`src/rtl/bist_pkg.sv`:
```
// Shared definitions for the BIST sequencer: FSM encoding, LFSR/MISR taps, default widths.
// Latency: n/a (constants and types only).
// Backpressure: n/a.
package bist_pkg;

  // Default geometry of the circuit under test and the run length counter
  localparam int DEF_PI_WIDTH     = 35;
  localparam int DEF_PO_WIDTH     = 23;
  localparam int DEF_CNT_WIDTH    = 16;
  localparam int DEF_FLUSH_CYCLES = 4;

  // Pattern generator feedback taps, x^35 + x^33 + 1
  localparam int LFSR_TAP_A = 34;
  localparam int LFSR_TAP_B = 32;

  // Response compactor feedback taps, x^23 + x^18 + 1
  localparam int MISR_TAP_A = 22;
  localparam int MISR_TAP_B = 17;

  typedef enum logic [2:0] {
    ST_IDLE  = 3'd0,
    ST_LOAD  = 3'd1,
    ST_RUN   = 3'd2,
    ST_FLUSH = 3'd3,
    ST_DONE  = 3'd4
  } state_t;

endpackage

```
`src/rtl/bist_sequencer_if.sv`:
```
// Control, pattern and response bundle between a BIST controller and the sequencer.
// Latency: n/a (wires only); po is expected back in the same cycle as pi.
// Backpressure: none, the sequencer free-runs once a run is accepted.
interface bist_sequencer_if
  import bist_pkg::*;
#(
  parameter int PI_WIDTH  = DEF_PI_WIDTH,
  parameter int PO_WIDTH  = DEF_PO_WIDTH,
  parameter int CNT_WIDTH = DEF_CNT_WIDTH
);

  logic                 start;
  logic [CNT_WIDTH-1:0] num_patterns;
  logic [PI_WIDTH-1:0]  seed;
  logic [PO_WIDTH-1:0]  golden;
  logic [PO_WIDTH-1:0]  po;
  logic [PI_WIDTH-1:0]  pi;
  logic                 busy;
  logic                 done;
  logic                 pass;
  logic [PO_WIDTH-1:0]  signature;

  // Controller / CUT side: issues the run and returns the CUT response
  modport master (
    output start, num_patterns, seed, golden, po,
    input  pi, busy, done, pass, signature
  );

  // Sequencer side
  modport slave (
    input  start, num_patterns, seed, golden, po,
    output pi, busy, done, pass, signature
  );

endinterface

```
`src/rtl/bist_misr.sv`:
```
// Multiple-input signature register compacting the CUT response each enabled cycle.
// Latency: 1 cycle from din to sig; sig_next exposes the value about to be loaded.
// Backpressure: none; en simply freezes the signature.
module bist_misr
  import bist_pkg::*;
#(
  parameter int WIDTH = DEF_PO_WIDTH,
  parameter int TAP_A = MISR_TAP_A,
  parameter int TAP_B = MISR_TAP_B
) (
  input  logic             ck,
  input  logic             rst,
  input  logic             clr,
  input  logic             en,
  input  logic [WIDTH-1:0] din,
  output logic [WIDTH-1:0] sig,
  output logic [WIDTH-1:0] sig_next
);

  logic [WIDTH-1:0] sig_q;

  // Shift with feedback, then fold in the parallel response
  assign sig_next = {sig_q[WIDTH-2:0], sig_q[TAP_A] ^ sig_q[TAP_B]} ^ din;
  assign sig      = sig_q;

  // Clear wins over enable so a fresh run always starts from zero
  always_ff @(posedge ck) begin
    if (rst || clr) begin
      sig_q <= '0;
    end else if (en) begin
      sig_q <= sig_next;
    end
  end

endmodule

```
`src/rtl/bist_sequencer.sv`:
```
// BIST run sequencer: LFSR patterns into the CUT, MISR compaction, golden compare.
// Latency: DONE pulses num_patterns + FLUSH_CYCLES + 2 cycles after START is accepted.
// Backpressure: none; START is only honoured in IDLE and ignored while a run is active.
module bist_sequencer
  import bist_pkg::*;
#(
  parameter int PI_WIDTH     = DEF_PI_WIDTH,
  parameter int PO_WIDTH     = DEF_PO_WIDTH,
  parameter int CNT_WIDTH    = DEF_CNT_WIDTH,
  parameter int FLUSH_CYCLES = DEF_FLUSH_CYCLES
) (
  input logic              ck,
  input logic              rst,
  bist_sequencer_if.slave  bus
);

  localparam int FCW = (FLUSH_CYCLES > 1) ? $clog2(FLUSH_CYCLES) : 1;

  state_t               state_q;
  state_t               state_d;
  logic [PI_WIDTH-1:0]  gen_q;
  logic [CNT_WIDTH-1:0] cnt_q;
  logic [CNT_WIDTH-1:0] num_q;
  logic [FCW-1:0]       fcnt_q;
  logic                 pass_q;
  logic [PO_WIDTH-1:0]  misr_sig;
  logic [PO_WIDTH-1:0]  misr_next;
  logic                 run_last;
  logic                 flush_last;
  logic                 in_load;
  logic                 in_run;
  logic                 in_flush;

  assign in_load  = (state_q == ST_LOAD);
  assign in_run   = (state_q == ST_RUN);
  assign in_flush = (state_q == ST_FLUSH);

  // Counter compares against count-1 so a full-scale count never needs a wider counter
  assign run_last   = (cnt_q == (num_q - CNT_WIDTH'(1)));
  assign flush_last = (fcnt_q == FCW'(FLUSH_CYCLES - 1));

  // Next-state decode
  always_comb begin
    state_d = state_q;
    case (state_q)
      ST_IDLE:  if (bus.start) state_d = ST_LOAD;
      ST_LOAD:  state_d = (bus.num_patterns != '0) ? ST_RUN : ST_FLUSH;
      ST_RUN:   if (run_last) state_d = ST_FLUSH;
      ST_FLUSH: if (flush_last) state_d = ST_DONE;
      ST_DONE:  state_d = ST_IDLE;
      default:  state_d = ST_IDLE;
    endcase
  end

  // State register
  always_ff @(posedge ck) begin
    if (rst) begin
      state_q <= ST_IDLE;
    end else begin
      state_q <= state_d;
    end
  end

  // Pattern generator: seeded in LOAD (zero seed would lock up), steps only in RUN
  always_ff @(posedge ck) begin
    if (rst) begin
      gen_q <= '0;
    end else if (in_load) begin
      gen_q <= (bus.seed == '0) ? PI_WIDTH'(1) : bus.seed;
    end else if (in_run) begin
      gen_q <= {gen_q[PI_WIDTH-2:0], gen_q[LFSR_TAP_A] ^ gen_q[LFSR_TAP_B]};
    end
  end

  // Pattern counter and latched run length
  always_ff @(posedge ck) begin
    if (rst) begin
      cnt_q <= '0;
      num_q <= '0;
    end else if (in_load) begin
      cnt_q <= '0;
      num_q <= bus.num_patterns;
    end else if (in_run) begin
      cnt_q <= cnt_q + CNT_WIDTH'(1);
    end
  end

  // Flush counter, runs 0..FLUSH_CYCLES-1 while draining the compactor
  always_ff @(posedge ck) begin
    if (rst || in_load) begin
      fcnt_q <= '0;
    end else if (in_flush) begin
      fcnt_q <= flush_last ? '0 : fcnt_q + FCW'(1);
    end
  end

  // Verdict: compare the signature being loaded on the last flush edge
  always_ff @(posedge ck) begin
    if (rst || in_load) begin
      pass_q <= 1'b0;
    end else if (in_flush && flush_last) begin
      pass_q <= (misr_next == bus.golden);
    end
  end

  bist_misr #(
    .WIDTH (PO_WIDTH),
    .TAP_A (MISR_TAP_A),
    .TAP_B (MISR_TAP_B)
  ) u_misr (
    .ck       (ck),
    .rst      (rst),
    .clr      (in_load),
    .en       (in_run || in_flush),
    .din      (bus.po),
    .sig      (misr_sig),
    .sig_next (misr_next)
  );

  assign bus.pi        = in_run ? gen_q : '0;
  assign bus.busy      = in_load || in_run || in_flush;
  assign bus.done      = (state_q == ST_DONE);
  assign bus.pass      = pass_q;
  assign bus.signature = misr_sig;

endmodule

```
`src/flat_wrapper.sv`:
```
// flat-port wrapper written by rule: the top's interface ports become plain ports
module bist_sequencer_flat import bist_pkg::*;
#(
  parameter int PI_WIDTH     = DEF_PI_WIDTH,
  parameter int PO_WIDTH     = DEF_PO_WIDTH,
  parameter int CNT_WIDTH    = DEF_CNT_WIDTH,
  parameter int FLUSH_CYCLES = DEF_FLUSH_CYCLES
)
  (ck, rst, bus_start, bus_num_patterns, bus_seed, bus_golden, bus_po, bus_pi, bus_busy, bus_done, bus_pass, bus_signature);
  bist_sequencer_if #(.PI_WIDTH(PI_WIDTH), .PO_WIDTH(PO_WIDTH), .CNT_WIDTH(CNT_WIDTH)) bus_i ();
  input logic ck;
  input logic rst;
  input wire logic [$bits(bus_i.start)-1:0] bus_start;
  input wire logic [$bits(bus_i.num_patterns)-1:0] bus_num_patterns;
  input wire logic [$bits(bus_i.seed)-1:0] bus_seed;
  input wire logic [$bits(bus_i.golden)-1:0] bus_golden;
  input wire logic [$bits(bus_i.po)-1:0] bus_po;
  output wire logic [$bits(bus_i.pi)-1:0] bus_pi;
  output wire logic [$bits(bus_i.busy)-1:0] bus_busy;
  output wire logic [$bits(bus_i.done)-1:0] bus_done;
  output wire logic [$bits(bus_i.pass)-1:0] bus_pass;
  output wire logic [$bits(bus_i.signature)-1:0] bus_signature;
  assign bus_i.start = bus_start;
  assign bus_i.num_patterns = bus_num_patterns;
  assign bus_i.seed = bus_seed;
  assign bus_i.golden = bus_golden;
  assign bus_i.po = bus_po;
  assign bus_pi = bus_i.pi;
  assign bus_busy = bus_i.busy;
  assign bus_done = bus_i.done;
  assign bus_pass = bus_i.pass;
  assign bus_signature = bus_i.signature;
  bist_sequencer #(.PI_WIDTH(PI_WIDTH), .PO_WIDTH(PO_WIDTH), .CNT_WIDTH(CNT_WIDTH), .FLUSH_CYCLES(FLUSH_CYCLES)) u_core (.ck(ck), .rst(rst), .bus(bus_i));
endmodule
```
`config.mk`:
```
export PLATFORM = sky130hd
export DESIGN_NAME = bist_sequencer_flat
export DESIGN_NICKNAME = d
export VERILOG_FILES = /design/src/rtl/bist_pkg.sv /design/src/rtl/bist_sequencer_if.sv /design/src/rtl/bist_misr.sv /design/src/rtl/bist_sequencer.sv /design/src/flat_wrapper.sv
export SDC_FILE = /design/constraint.sdc
export NUM_CORES = 1
export LEC_CHECK = 0
export BUFFER_PORTS_ARGS = -buffer_cell sky130_fd_sc_hd__buf_2
export CORE_ASPECT_RATIO = 1.75
export CORE_MARGIN = 2
export CORE_UTILIZATION = 50
export CTS_CLUSTER_DIAMETER = 60
export CTS_CLUSTER_SIZE = 30
export DETAILED_ROUTE_END_ITERATION = 10
export GPL_ROUTABILITY_DRIVEN = 0
export PLACE_DENSITY = 0.8
export SETUP_SLACK_MARGIN = 0.5
export SYNTH_ARGS = -nofsm -noshare
export SYNTH_HDL_FRONTEND = slang
export SYNTH_SLANG_ARGS = --single-unit
```
`constraint.sdc`:
```
create_clock -name ck -period 2.1 [get_ports ck]
set_input_delay 0.105 -clock ck [delete_from_list [all_inputs] [get_ports ck]]
set_output_delay 0.105 -clock ck [all_outputs]
set_load 0.05 [all_outputs]
```
==> flow_summary_export.csv, run 1 <==
group,metric,value,unit
status,status,"finished, violations left",
status,violations,"negative setup slack",
clocking,clock-sinks,96,
synthesis,syn_inst,563,
clocking,cts-htree-levels,3,
pwr,power.total,7.00,mW
setup_path,reg2reg_slack,-0.02,ns
route,drt_wl_total,14700,microns
placement,pre_cts_slack,0.0147,ns
setup_path,path_max_fanout,6,
sta,grt_setup_unrepaired,"true",
finish,final_area,6610,sq um
synthesis,async_flop_share,0,%
route,wl_per_cell,17.3,microns
sta,slew_headroom,61.2,%
finish,fin_nets,826,
clocking,cts_tree,"done",
setup_path,end_kind,"flip-flop",
finish,diodes,0,
setup_path,critPathBufInv,0,
finish,drive_above_1_share,38.2,%
floorplanning,die_h,134,microns
floorplanning,dieArea,10400,sq um
sta,max_freq,473,MHz
placement,port_buffers,160,
synthesis,synth.top_cells.by_count,"96 x dfxtp_1, 84 x nor2_1, 47 x xnor2_1, 44 x nand2_1",
setup_path,cp_top_family,"simple AND/OR/NAND/NOR gates",
floorplanning,fp.dieW,78.1,microns
route,drc,0,
clocking,clk_latency,0.35,ns
placement,dp.cells,826,
synthesis,netlist.area_leader.share,40.0,%
synthesis,synth_most_common_cell,"dfxtp_1",
pwr,ir_worst_vdd,0.775,mV
synthesis,synthTopCellsByArea,"dfxtp_1 40%, xnor2_1 8.6%, nor2_1 6.6%",
setup_path,slowest_delay,0.52,ns
setup_path,slowest_stage,"or4_4",
global_routing,grt_pass1_vias,4969,
sta,hold_slack,0.00440,ns
global_routing,grt_max_degree,55,
route,vias,4896,
pwr,p_per_area,1060,nW/um^2
clocking,cts_made_buffers,9,
floorplanning,pin_count,161,
synthesis,synth_nets,666,
clocking,clockBufferDepth,2,
placement,dp_hpwl,10100,microns
route,routed_via_density,5.76,
route,drt_iter0_drc,251,
global_routing,grt_pass1_wl,23100,microns
floorplanning,initial_core_util,51.1,%
setup_path,startpoint_type,"flip-flop",
sta,finClkSkew,0.00926,ns
placement,place_area,5830,sq um
route,first_pass_iters,4,
synthesis,synthesis.area,4810,sq um
finish,area_growth,37.4,%
pwr,power_leakage,2.76,nW
run,max-cap-violations,0,
sta,hold_violations,0,
floorplanning,num_rows,47,
global_routing,overflow,0,
floorplanning,core_area,9410,sq um
finish,fillCellCount,715,
clocking,cts_root_buf,"clkbuf_16",
sta,final_max_slew_viol_count,0,
synthesis,ys_ff_latch,96,
sta,tightest_slew,0.582,ns
sta,setup_ws,-0.0162,ns
synthesis,synth_warnings,0,
sta,post-route-period-util,101,%
synthesis,synth_cell_type_count,46,
setup_path,required,2.31,ns
min_path,hp-class,"in2reg",
synthesis,synth_top_flop_cell,"dfxtp_1",
synthesis,synth-edff-count,0,
setup_path,path_cells,"or4_4, or3_4, a311oi_4, a2111oi_4, a31oi_2, o32ai_2",
clocking,clk_pin_slew,0.07,ns
setup_path,cp_data_arrival_time,2.33,ns
synthesis,syn_avg_cell_area,8.54,sq um
global_routing,gr-usage-all-layers,27.4,%
synthesis,yosysTopAreaCell,"dfxtp_1",
synthesis,yosysSeqAreaShare,40.0,%
finish,final_cells,850,
sta,finalSetupViolCount,1,
global_routing,antenna_found_initial,0,
setup_path,path_class,"reg2reg",
route,drtAntennaViolNets,0,
sta,fin_crit,2.12,ns
[metal layers]
layer  vias to the layer above  global-route usage (%)  part of all wire, %
met5                         -                       0                    0
met4                         0                    13.6                  3.6
met3                        37                    4.61                  4.6
met2                       168                    48.4                   53
met1                      2361                    31.4                   38
li1                       2330                       -                    -
[layout make-up]
class                      instances  area, sq um  area share, %
clock buffer                       9          225           3.41
sequential                        96         1940           29.3
timing repair buffer             182         1160           17.6
tap                              122          153           2.31
inverter                           4         15.0          0.227
clock inverter                     7         83.8           1.27
multi-input combinational        430         3030           45.8
[stage by stage]
step           TNS (ns)  util, %
2_1_floorplan         0        -
3_3_place_gp          0     62.0
3_5_place_dp          0     62.0
4_1_cts               0     67.7
5_1_grt         -0.0854     70.2
6_report        -0.0162     70.2
[cell usage in the layout, fill, tap and decap left out, types with 9 or more instances in the layout]
cell type / netlist / final
a211oi_1: 22 / 22
a21oi_1: 22 / 22
a221oi_1: 34 / 12
a221oi_2: 0 / 22
and2_2: 0 / 30
and3_1: 12 / 9
buf_2: 3 / 124
buf_4: 0 / 39
buf_6: 1 / 13
clkbuf_16: 0 / 9
dfxtp_1: 96 / 90
nand2_1: 44 / 44
nand4_1: 10 / 10
nor2_1: 84 / 82
nor4_1: 19 / 19
xnor2_1: 47 / 47
xor2_1: 36 / 36
[kinds of logic after synthesis]
group,Yosys count,synth area share [%]
xor gates and xnor gates,83,15.1
and+or+nand+nor,243,25.4
DFF,96,40.0
muxes,2,0.417
adders and majority gates,3,0.781
buffers and inverters,37,3.12
AOI/OAI and AO/OA,99,15.2
[final timing paths]
kind	start	depth (start not counted)	end
setup reg to reg	u_core.num_q[0]	6	u_core.state_q[0]
hold reg to reg	u_core.fcnt_q[1]	2	u_core.fcnt_q[1]
hold / removal	rst	2	u_core.state_q[2]
setup / recovery	u_core.num_q[0]	6	u_core.state_q[0]
[registers in the layout (all words and copies together) (netlist names)]
name               count
u_core.num_q          16
u_core.fcnt_q          2
u_core.u_misr.sig     23
u_core.cnt_q          16
u_core.bus.pass        1
u_core.state_q         3
u_core.gen_q          35
[worst register-to-register path: cells and delay by family, from the launching register on]
kind | cells | cell delay, ns
AO/OA/AOI/OAI | 4 | 0.71
AND/OR/NAND/NOR | 2 | 0.91
flip-flops | 1 | 0.37
[what timing repair did]
action                                 CTS  global route
setup buffers                            2             4
resized for setup                       58            37
pin swaps                                2             8
setup endpoints to repair               82           115
cloned                                   1             0
hold buffers                             1             0
endpoints found under the hold margin    2             0
[report_power, final]
group | internal, mW | leakage [nW] | switching (mW) | total, mW
registers | 2.10 | 0.786 | 0.272 | 2.37
clock network | 0.949 | 0.154 | 0.751 | 1.70
logic | 1.18 | 1.82 | 1.76 | 2.93
Note: power is estimated with default switching activity, not from simulation.
==> run 2, diff against run 1 <==
CAP_MARGIN = 0   (was not set)
SYNTH_HIERARCHICAL = 1   (was not set)
==> run 2 against run 1 <==
The flow now finishes without violations. Critical path depth is the same. Clock-buffer cell count grew 2. Wire length grew 6.5%. Largest power group is now registers.
==> flow_summary_export.csv, run 2 <==
group,metric,value,unit
synthesis,synth_most_common_cell,"dfxtp_1",
global_routing,gr-usage-all-layers,27.8,%
clocking,clk_pin_slew,0.07,ns
finish,fin_nets,836,
route,drc,0,
status,status,"completed",
sta,hold_violations,0,
synthesis,synthTopCellsByArea,"dfxtp_1 39%, xor2_1 9.9%, nor2_1 6.6%",
floorplanning,fp.dieW,79.4,microns
synthesis,synth.top_cells.by_count,"96 x dfxtp_1, 87 x nor2_1, 56 x xor2_1, 45 x nand2_1, 37 x and2_1",
finish,diodes,0,
clocking,cts_root_buf,"clkbuf_16",
placement,pre_cts_slack,0.253,ns
synthesis,synth_cell_type_count,52,
finish,area_growth,40.0,%
route,vias,4928,
sta,fin_crit,1.86,ns
floorplanning,dieArea,10800,sq um
sta,grt_setup_unrepaired,"true",
pwr,ir_worst_vdd,0.554,mV
route,drt_wl_total,15600,microns
placement,port_buffers,160,
finish,largest_register_ffs,35,
synthesis,yosysTopAreaCell,"dfxtp_1",
global_routing,met3_usage,5.11,%
route,drt_iter0_drc,317,
synthesis,synth-edff-count,0,
clocking,clock-sinks,96,
setup_path,path_common_cell,"nand2_1",
sta,hold_slack,0.0138,ns
global_routing,grt_pass1_wl,23500,microns
route,first_pass_iters,5,
pwr,p_per_area,726,nW/um^2
setup_path,required,2.35,ns
synthesis,yosysSeqAreaShare,38.6,%
sta,slew_headroom,51.5,%
sta,final_max_slew_viol_count,0,
setup_path,end_kind,"flip-flop",
setup_path,slowest_delay,0.60,ns
clocking,clk_latency,0.34,ns
finish,fin_util,71.1,%
setup_path,slowest_stage,"dfxtp_1",
finish,top_register,"u_core/gen_q",
sta,finClkSkew,0.00903,ns
global_routing,use_met1,29.8,%
sta,tightest_slew,0.721,ns
global_routing,overflow,0,
global_routing,antenna_found_initial,0,
sta,post-route-period-util,88.8,%
sta,max_freq,536,MHz
finish,final_area,6960,sq um
sta,finalSetupViolCount,0,
clocking,cts_tree,"done",
synthesis,synth_nets,674,
floorplanning,pin_count,161,
synthesis,async_flop_share,0,%
floorplanning,core_area,9790,sq um
synthesis,syn_avg_cell_area,8.71,sq um
global_routing,grt_busiest_layer,"met2",
synthesis,ys_ff_latch,96,
synthesis,synth_warnings,6,
global_routing,globalRouteMet2Util,50.3,%
setup_path,startpoint_type,"flip-flop",
placement,place_area,5960,sq um
global_routing,grt_pass1_vias,4884,
synthesis,synth_top_flop_cell,"dfxtp_1",
placement,dp_hpwl,10600,microns
finish,layout_commonest_cell,"buf_2",
clocking,cts_made_buffers,9,
finish,final_cell_mix,"125 x buf_2, 85 x nor2_1, 83 x dfxtp_1, 52 x xor2_1, 45 x nand2_1",
floorplanning,num_rows,48,
clocking,clockBufferDepth,2,
route,routed_via_density,5.71,
setup_path,path_class,"reg2reg",
setup_path,cp_data_arrival_time,2.11,ns
finish,fillCellCount,699,
setup_path,path_max_fanout,38,
pwr,power_leakage,2.98,nW
clocking,cts-htree-levels,3,
synthesis,synthesis.area,4970,sq um
synthesis,syn_inst,571,
min_path,hp-class,"in2reg",
sta,setup_ws,0.236,ns
run,max-cap-violations,0,
synthesis,netlist.area_leader.share,38.6,%
route,wl_per_cell,18.1,microns
route,drtAntennaViolNets,0,
sta,finalSetupTns,0,ns
setup_path,path_cells,"nand2_1, inv_2, buf_8, buf_4, nand2_1, a21oi_1",
floorplanning,initial_core_util,50.8,%
finish,drive_above_1_share,41.2,%
floorplanning,die_h,136,microns
global_routing,grt_max_degree,39,
-- run 2: cell count changes in the layout (fill, tap and decap cells not counted), moves of 6 or more --
| cell | before | now |
|---|---|---|
| dfxtp_2 | 3 | 9 |
| dfxtp_1 | 90 | 83 |
| xnor2_1 | 47 | 22 |
| a211oi_1 | 22 | 1 |
| buf_4 | 39 | 25 |
| buf_6 | 13 | 22 |
| mux2i_1 | 2 | 25 |
| xor2_1 | 36 | 52 |
-- run 2: repair_timing --
action	CTS	global route
cloned	2	1
resized for setup	103	27
endpoints found under the hold margin	1	1
endpoints found under the setup margin	106	126
pin swaps	9	5
setup buffers	7	1
hold buffers	1	1
-- run 2: cell families (layout without fill, tap and decap cells) --
group           count (synthesis)  count (layout)  synth area share, %
simple gates                  253             253                 26.5
flops                          96              96                 38.6
xor+xnor                       79              79                 14.2
compound gates                 75              75                 10.8
buf+inv                        39             206                 3.77
mux                            26              26                 5.26
fa+ha+maj                       3               3                0.755
-- run 2: final cells by class --
type                            count  area, sq um  area share (%)
Tap cell                          125          156            2.25
Timing Repair Buffer              184         1290            18.5
Multi-Input combinational cell    436         3240            46.5
Clock inverter                      5         63.8           0.917
Clock buffer                       11          243            3.49
Inverter                            6         27.5           0.395
Sequential cell                    96         1950            28.0
-- run 2: power breakdown --
group          switching [mW]  internal, mW
Clock                   0.711         0.965
Sequential              0.121          1.93
Combinational           0.743         0.587
Total                    1.58          3.48
-- run 2: metrics by stage --
step / cells / power [mW]
5_1_grt: 863 / 5.25
6_report: 863 / 5.06
2_1_floorplan: 571 / 2.84
3_3_place_gp: 834 / 3.12
3_5_place_dp: 834 / 3.15
4_1_cts: 860 / 5.00
-- run 2: worst max-delay path: cells and delay by family, from the launching register on --
family          cells  cell delay, ns
flops               1            0.60
simple gates        2            0.24
compound gates      1            0.19
buf+inv             3            0.73
-- run 2: layer usage --
layer / share of wire, % / vias up
met4: 5.8 / 0
met1: 36 / 2334
met5: 0 / -
li1: - / 2332
met3: 4.4 / 60
met2: 54 / 202
-- run 2: final timing paths --
path	start	end	slack, ns	cells past startpoint
setup reg to reg	u_core/state_q[0]	u_core/num_q[5]	0.24	6
setup / recovery	u_core/state_q[0]	u_core/num_q[5]	0.24	6
hold / removal	bus_num_patterns[6]	u_core/num_q[6]	0.01	3
hold reg to reg	u_core/fcnt_q[1]	u_core/fcnt_q[1]	0.47	2
==> run 3, diff against run 2 <==
CELL_PAD_IN_SITES_DETAIL_PLACEMENT = 2   (was not set)
CELL_PAD_IN_SITES_GLOBAL_PLACEMENT = 2   (was not set)
CORE_UTILIZATION = 29   (was 50)
MAX_ROUTING_LAYER = met4   (was not set)
==> run 3 against run 2 <==
The run now ends with negative hold slack left. Clock-buffer cell count stayed put. Final cell count grew 21%. Register-to-register slack worse by 0.23 ns. Largest power group unchanged. Worst hold slack got worse by 0.021 ns. Critical path type unchanged. Die area up 69%. Fmax shrank 11%. Clock skew is 0.0088 ns higher. Global-route usage up 1.0 points. Combinational power rose by 56%. Core utilization shrank 20 points. Sequential cell count stayed put. First-iteration DRC count rose by 8.2%.
==> flow_summary_export.csv, run 3 (same netlist as run 2, synthesis figures left out) <==
group,metric,value,unit
sta,hold_violations,1,
floorplanning,initial_core_util,29.5,%
route,first_pass_iters,4,
setup_path,path_class,"reg2reg",
clocking,cts_root_buf,"clkbuf_16",
clocking,cts-htree-levels,3,
finish,final_cell_mix,"123 x buf_2, 73 x dfxtp_1, 65 x nor2_1, 54 x buf_4, 45 x xor2_1",
finish,layout_commonest_cell,"buf_2",
global_routing,grt_pass1_vias,6283,
global_routing,antenna_found_initial,2,
finish,fin_nets,912,
pwr,p_per_area,697,nW/um^2
pwr,power_leakage,3.58,nW
route,drt_wl_total,35000,microns
route,drc,0,
global_routing,grt_pass1_wl,37700,microns
finish,top_register,"u_core/gen_q",
sta,tightest_slew,0.717,ns
clocking,clockBufferDepth,2,
floorplanning,core_area,16900,sq um
finish,drive_above_1_share,55.5,%
status,status,"finished, violations left",
clocking,cts_tree,"done",
status,violations,"negative hold slack",
setup_path,crit_start,"u_core/num_q[0]",
setup_path,startpoint_type,"flip-flop",
finish,largest_register_ffs,35,
placement,dp.cells,939,
floorplanning,die_h,177,microns
sta,slew_headroom,51.7,%
sta,max_freq,477,MHz
pwr,ir_worst_vdd,0.606,mV
min_path,hold_depth,3,
floorplanning,num_rows,63,
min_path,hp-class,"in2reg",
finish,final_area,8650,sq um
route,drt_iter0_drc,343,
floorplanning,pin_count,161,
setup_path,end_kind,"flip-flop",
setup_path,cp_data_arrival_time,2.39,ns
finish,area_growth,73.9,%
clocking,cts_made_buffers,9,
sta,grt_setup_unrepaired,"true",
setup_path,path_max_fanout,6,
sta,fin_crit,2.10,ns
sta,finalSetupViolCount,0,
clocking,clk_latency,0.37,ns
placement,dp_hpwl,14500,microns
sta,final_max_slew_viol_count,0,
route,vias,6092,
global_routing,overflow,0,
setup_path,critPathCapture,"u_core/state_q[0]",
clocking,clock-sinks,96,
setup_path,r2r_end,"u_core/state_q[0]",
route,drtAntennaViolNets,0,
placement,port_buffers,160,
placement,place_area,6100,sq um
clocking,clk_pin_slew,0.09,ns
finish,multiInputGateArea,3770,sq um
setup_path,r2r_start,"u_core/num_q[0]",
min_path,hp-start,"bus_seed[26]",
floorplanning,dieArea,18300,sq um
setup_path,required,2.39,ns
sta,hold_slack,-0.00734,ns
setup_path,reg2reg_depth,8,
setup_path,reg2reg_slack,0.003,ns
sta,post-route-period-util,99.9,%
route,wl_per_cell,33.5,microns
sta,finClkSkew,0.0178,ns
finish,area.sequential,1970,sq um
finish,final_cells,1043,
run,max-cap-violations,0,
finish,fillCellCount,1774,
floorplanning,fp.dieW,103,microns
global_routing,gr-usage-all-layers,28.8,%
global_routing,grt_max_degree,33,
route,routed_via_density,5.84,
[run 3: changes by cell type in the layout (fill, tap and decap cells not counted), sizes merged, moves of 2 or more]
cell    delta
buf       +67
clkbuf     +4
diode      +2
inv        +3
nor2       +2
or2        +3
[run 3: routing by layer]
layer	vias up	GRT usage, %	routed length [microns]
met1	3093	26.7	11000
met3	179	5.41	1860
li1	2479	-	-
met4	0	17.1	3050
met5	-	-	0
met2	341	52.9	19000
[run 3: stage by stage]
stage / TNS [ns] / power (mW) / setup slack, ns / utilization (%)
2_1_floorplan: 0 / 2.84 / 0.424 / -
3_3_place_gp: -0.200 / 3.17 / -0.200 / 36.2
3_5_place_dp: -0.164 / 3.23 / -0.164 / 36.2
4_1_cts: 0 / 5.21 / 0.210 / 44.4
5_1_grt: -0.0754 / 6.14 / -0.0754 / 51.3
6_report: 0 / 6.03 / 0.00305 / 51.3
[run 3: what timing repair did]
action | 4_1_cts | 5_1_grt
gates resized for setup | 211 | 144
buffers inserted | 24 | 43
hold buffers | 3 | 0
cloned | 7 | 9
endpoints found under the setup margin | 116 | 131
hold endpoints to repair | 3 | 0
pin swaps | 28 | 49
[run 3: worst min-delay path by stage]
stage | end | slack [ns]
6_report | u_core/gen_q[26] | -0.007
2_1_floorplan | u_core/num_q[0] | 0.23
5_1_grt | u_core/num_q[6] | 0.002
3_3_place_gp | u_core/gen_q[2] | 0.37
3_5_place_dp | u_core/num_q[10] | 0.37
4_1_cts | u_core/gen_q[3] | 0.0004
[run 3: cell type report]
cell class | instances | share of cell area, %
Multi-Input combinational cell | 441 | 43.6
Sequential cell | 96 | 22.8
Inverter | 6 | 0.347
Tap cell | 227 | 3.28
Antenna cell | 2 | 0.0579
Clock inverter | 5 | 0.477
Clock buffer | 11 | 2.94
Timing Repair Buffer | 255 | 26.6
[run 3: critical path: stages, from the launching register on]
cell and delay (ns):
dfxtp_4 0.39, inv_4 0.06, ha_4 0.19, nor4b_4 0.33
nor4b_4 0.31, a21oi_1 0.09, o21ai_1 0.21, o2111ai_2 0.20
a21oi_2 0.21
[run 3: report_power, final]
group / internal [mW] / switching, mW / leakage (nW)
clock network: 0.899 / 0.945 / 0.147
registers: 1.93 / 0.177 / 0.793
logic: 0.881 / 1.20 / 2.64
